==> src/rtl/lut_config_loader.sv <==
// Configuration-chain loader for one LUT tile.
// LOAD streams CHAIN_WORDS host words into the chain head. READBACK rotates the
// chain once: each tail word goes to the host and is re-injected at the head,
// so the configuration is left intact.
//
// Handshake rules: a word moves on s_valid&s_ready (host -> chain) or on
// m_valid&m_ready (chain -> host). s_ready and m_valid depend only on the
// registered state. The chain shifts (config_en=1) only on the cycle of a
// handshake. m_data is therefore stable while m_valid=1 and m_ready=0.
module lut_config_loader #(
  parameter int CONFIG_WIDTH = 8,
  parameter int CHAIN_WORDS  = 4
) (
  input  logic                    config_clk,
  input  logic                    config_rst_n,
  input  logic                    cmd_load,
  input  logic                    cmd_readback,
  input  logic                    s_valid,
  output logic                    s_ready,
  input  logic [CONFIG_WIDTH-1:0] s_data,
  output logic                    m_valid,
  input  logic                    m_ready,
  output logic [CONFIG_WIDTH-1:0] m_data,
  output logic                    config_en,
  output logic [CONFIG_WIDTH-1:0] config_in,
  input  logic [CONFIG_WIDTH-1:0] chain_tail,
  output logic                    busy,
  output logic                    done,
  output logic                    configured,
  output logic [1:0]              dbg_state
);

  localparam int CNT_W = $clog2(CHAIN_WORDS + 1);
  localparam logic [CNT_W-1:0] LAST_IDX = CNT_W'(CHAIN_WORDS - 1);

  typedef enum logic [1:0] {
    IDLE = 2'd0,
    LOAD = 2'd1,
    READ = 2'd2,
    DONE = 2'd3
  } state_e;

  state_e           state_q, state_d;
  logic [CNT_W-1:0] cnt_q, cnt_d;
  logic             configured_q, configured_d;

  // State, word counter and configured flag registers.
  always_ff @(posedge config_clk or negedge config_rst_n) begin
    if (!config_rst_n) begin
      state_q      <= IDLE;
      cnt_q        <= '0;
      configured_q <= 1'b0;
    end else begin
      state_q      <= state_d;
      cnt_q        <= cnt_d;
      configured_q <= configured_d;
    end
  end

  // Next-state logic and all outputs. Outputs decode the registered state, and
  // the data paths pass through combinationally on the handshake cycle.
  always_comb begin
    state_d      = state_q;
    cnt_d        = cnt_q;
    configured_d = configured_q;
    s_ready      = 1'b0;
    m_valid      = 1'b0;
    m_data       = '0;
    config_en    = 1'b0;
    config_in    = '0;
    done         = 1'b0;

    unique case (state_q)
      IDLE: begin
        // When both commands arrive together, LOAD wins.
        if (cmd_load) begin
          state_d      = LOAD;
          cnt_d        = '0;
          configured_d = 1'b0;
        end else if (cmd_readback) begin
          state_d = READ;
          cnt_d   = '0;
        end
      end

      LOAD: begin
        s_ready = 1'b1;
        if (s_valid) begin
          config_en = 1'b1;
          config_in = s_data;
          if (cnt_q == LAST_IDX) begin
            state_d      = DONE;
            cnt_d        = '0;
            configured_d = 1'b1;
          end else begin
            cnt_d = cnt_q + 1'b1;
          end
        end
      end

      READ: begin
        m_valid = 1'b1;
        m_data  = chain_tail;
        if (m_ready) begin
          // Re-inject the tail word at the head so the chain ends where it began.
          config_en = 1'b1;
          config_in = chain_tail;
          if (cnt_q == LAST_IDX) begin
            state_d = DONE;
            cnt_d   = '0;
          end else begin
            cnt_d = cnt_q + 1'b1;
          end
        end
      end

      DONE: begin
        // Commands seen in this cycle are dropped, not queued.
        done    = 1'b1;
        state_d = IDLE;
      end

      default: begin
        state_d = IDLE;
      end
    endcase
  end

  assign busy       = (state_q != IDLE);
  assign configured = configured_q;
  assign dbg_state  = state_q;

endmodule
==> config.mk <==
export PLATFORM = sky130hd
export DESIGN_NAME = lut_config_loader
export DESIGN_NICKNAME = d
export VERILOG_FILES = /design/src/rtl/lut_config_loader.sv
export SDC_FILE = /design/constraint.sdc
export NUM_CORES = 1
export LEC_CHECK = 0
export ABC_CLOCK_PERIOD_IN_PS = 1500
export CAP_MARGIN = 25
export CORE_ASPECT_RATIO = 1.4
export CORE_MARGIN = 1.5
export CORE_UTILIZATION = 34
export CTS_BUF_LIST = sky130_fd_sc_hd__clkbuf_8
export DETAILED_ROUTE_END_ITERATION = 7
export PLACE_DENSITY = 0.89
export SLEW_MARGIN = 5
export SYNTH_ARGS = -nofsm -noshare
export SYNTH_HDL_FRONTEND = slang
export SYNTH_SLANG_ARGS = --single-unit
==> constraint.sdc <==
create_clock -name config_clk -period 1.5 [get_ports config_clk]
set_clock_uncertainty 0.05 [all_clocks]
set_input_delay 0.3 -clock config_clk [delete_from_list [all_inputs] [get_ports config_clk]]
set_output_delay 0.3 -clock config_clk [all_outputs]
set_load 0.02 [all_outputs]
==> results by group <==
Outcome
  • Status: finished with violations
  • Violated checks: setup timing

Global route
  • Gr ovfl total: 0
  • Vias in the first global route: 1,036
  • GRT Resource Usage Total: 29.94%
  • Largest net degree at the start of global routing: 11
  • Initial antenna violation count: 0
  • First-pass GRT wire length: 5354 µm

Timing
  • Fmax: 513.2 MHz
  • Crit path time final: 1949 ps
  • Tcrit/Tclk final: 129.9%
  • Slew Limit Fails: 0
  • Setup violators final: 27
  • Unrepaired setup endpoints after global routing: yes
  • Final Hold Violating Endpoints: 0
  • Worst-Margin Slew: 338.3 ps
  • Setup ws final: -448.7 ps
  • Worst slew margin: 77.45%

Power and ir drop
  • Leakage power: 0.7712 nW
  • Max VDD drop: 1.893 mV
  • Power per cell area: 2263 nW/µm²

Place
  • Routability congestion estimate: 0.7835
  • HPWL after DPL: 1948 µm
  • DP Area: 1471 µm²
  • Cell count after placement: 153
  • I/O Buffers: 45

Yosys
  • Net count after synthesis: 106
  • Post-synth EDFFs: 0
  • Post-Synthesis Cells: 76
  • Sequential fraction of the synthesis area: 20.91%
  • Commonest cells post-synth: and2_1, nor2b_1, a22oi_1, ha_1, dfrtp_1
  • Most used DFF post-synth: dfrtp_1
  • Average size of a mapped cell: 9.450 µm²
  • Synth area leader: dfrtp_1
  • Ys Warns: 0
  • Cell variety after synth: 31
  • Top-area cell type share of the netlist area: 20.91%
  • Ys async rst share: 100.0%
  • Post-synthesis register bit count: 6
  • Synthesized area: 718.2 µm²
  • Synth top area cells: dfrtp_1, ha_1, and2_1

Clock tree
  • # hold bufs at CTS: 0
  • CTS HTree Levels: 1
  • Clk_lat worst skew: 230 ps
  • CTS Buf Count: 3
  • Clock sink total: 6
  • TritonCTS clock tree: built
  • Clock root cell: clkbuf_8
  • Max Root-Sink Buffers: 2
  • Reg clk slew, reported paths: 40 ps

Setup path
  • Worst EP required: 1150 ps
  • RR Startpoint: dbg_state[0]
  • RR Endpoint: dbg_state[1]
  • Most used cell, CP: buf_6
  • Crit path cell chain: buf_6, ha_4, and2_4, a22oi_2, nor2b_4, buf_6
  • Setup crit end kind: output port
  • Startpoint Class: register
  • CP max-delay cell: dfrtp_2
  • Worst Reg-to-Reg Cells: 8
  • CP Max Fanout: 8
  • Max incr delay on CP: 440 ps
  • Worst EP arrival: 1600 ps
  • R2R setup slack: -390 ps
  • Crit Path Class: register to output port

Routing
  • Vias: 926
  • Total Wirelength: 3620 µm
  • ANT nets after route: 0
  • Initial DRC Count: 26
  • Via-to-Cell Ratio: 5.447
  • Drt wl/cell: 21.29 µm
  • 1st-pass router iterations: 4
  • Residual DRC: 0

Min path
  • Worst hold-check path type: input pin to async pin

Final layout
  • Fin cells: 170
  • Fin nets: 180
  • Layout cells sized above 1: 71.14%
  • P&R area growth vs syn: 145.1%
  • Ant. Diodes: 0
  • Post-route design area: 1760 µm²

Die
  • IO Pins: 46
  • Row cnt: 19
  • Core area: 1973 µm²
  • Die width: 41.85 µm
  • Die Y: 57.38 µm
  • Die area: 2401 µm²
  • Initial Utilization: 36.40%

Job
  • Max-Cap Viols: 0
==> per-layer routing <==
layer | up-vias | global-route usage [%] | wire length, µm
li1 | 415 | - | -
met1 | 448 | 32.68 | 1343
met2 | 50 | 57.37 | 1919
met3 | 13 | 4.747 | 201
met4 | 0 | 9.677 | 156
met5 | - | 0 | 0
==> timing repair <==
| item | CTS | global route |
|---|---|---|
| gates cloned | 0 | 0 |
| gates resized for setup | 162 | 12 |
| pin swaps | 8 | 16 |
| endpoints found under the setup margin | 30 | 28 |
| buffers inserted | 9 | 8 |
==> power breakdown <==
part	switching (mW)	total, mW	internal [mW]
registers	0.0800	0.319	0.239
clock network	0.0784	0.255	0.177
logic	1.52	3.41	1.89
==> area by class of cell <==
type	count	area [µm²]
inverters	5	23.77
well taps	21	26.28
clock buffers	3	41.29
fillers	83	212.7
flip-flops and latches	6	152.6
multi-input cells	62	794.5
clock inverters	1	3.754
repair buffers	72	718.2
==> registers in the layout, summed over array words and instances, names as in the netlist <==
name	flops
cnt_q	3
dbg_state	2
configured	1
==> worst max-delay path by stage <==
stage	startpoint	slack [ps]	cells past startpoint	to
5_1_grt	dbg_state[0]	-470	6	config_in[7]
6_report	dbg_state[0]	-450	6	config_in[7]
2_1_floorplan	dbg_state[0]	-210	5	cnt_q[1]
3_5_place_dp	m_ready	-730	5	config_in[4]
4_1_cts	dbg_state[0]	-380	5	config_en
3_3_place_gp	m_ready	-690	5	config_in[4]
==> cell families (layout without fill, tap and decap cells) <==
family / Yosys count / count (layout) / synth area share, %
muxes: 2 / 2 / 3.484
AOI/OAI and AO/OA: 18 / 18 / 21.43
adders and majority gates: 8 / 8 / 13.94
DFF: 6 / 6 / 20.91
and+or+nand+nor: 34 / 34 / 35.89
buffers and inverters: 8 / 81 / 4.355
==> metrics by stage <==
stage               TNS, ps  utilization [%]  hold slack [ps]  total power [mW]  setup slack, ps
finish                -7737            89.22            278.6             3.984           -448.7
global route          -8679            89.22            278.2             4.140           -469.3
CTS                   -6008            86.49            270.7             3.679           -385.0
detailed placement   -11830            74.57            462.4             2.876           -726.9
global placement     -11330            74.57            452.5             2.805           -686.1
floorplan             -1826                -           -45.59             2.052           -214.8
==> worst max-delay path, delay by kind of cell (launching register included) <==
kind	cells	cell delay [ps]
buf+inv	2	280
fa+ha+maj	1	160
compound gates	1	230
flops	1	440
simple gates	2	260
==> cells in the final DEF, fill, tap and decap left out <==
cell             Yosys  layout
a2111oi_4            1       1
a211oi_2             0       2
a21boi_2             0       1
a21oi_4              0       1
a22oi_2              0       8
a2bb2oi_1            2       1
a2bb2oi_2            0       1
and2_1              10       1
and2_4               0      10
and2b_1              1       1
and3_1               1       1
and3b_1              1       1
buf_2                1       3
buf_4                0      12
buf_6                0      35
clkbuf_8             0       3
clkdlybuf4s50_1      0      21
dfrtp_1              6       4
dfrtp_2              0       2
dlygate4sd2_1        0       1
ha_1                 8       1
ha_2                 0       1
ha_4                 0       6
inv_1                5       3
inv_2                0       1
inv_4                0       2
mux2_4               1       1
mux2i_1              1       1
nand2b_1             2       2
nand2b_4             1       1
nand3_1              1       1
nor2_1               1       1
nor2b_4              1      12
nor3_2               0       1
nor3b_4              1       1
nor4_4               1       1
o211ai_1             1       1
o21ai_1              0       1
o2bb2ai_1            1       1
(Power assumes the default switching activity.)
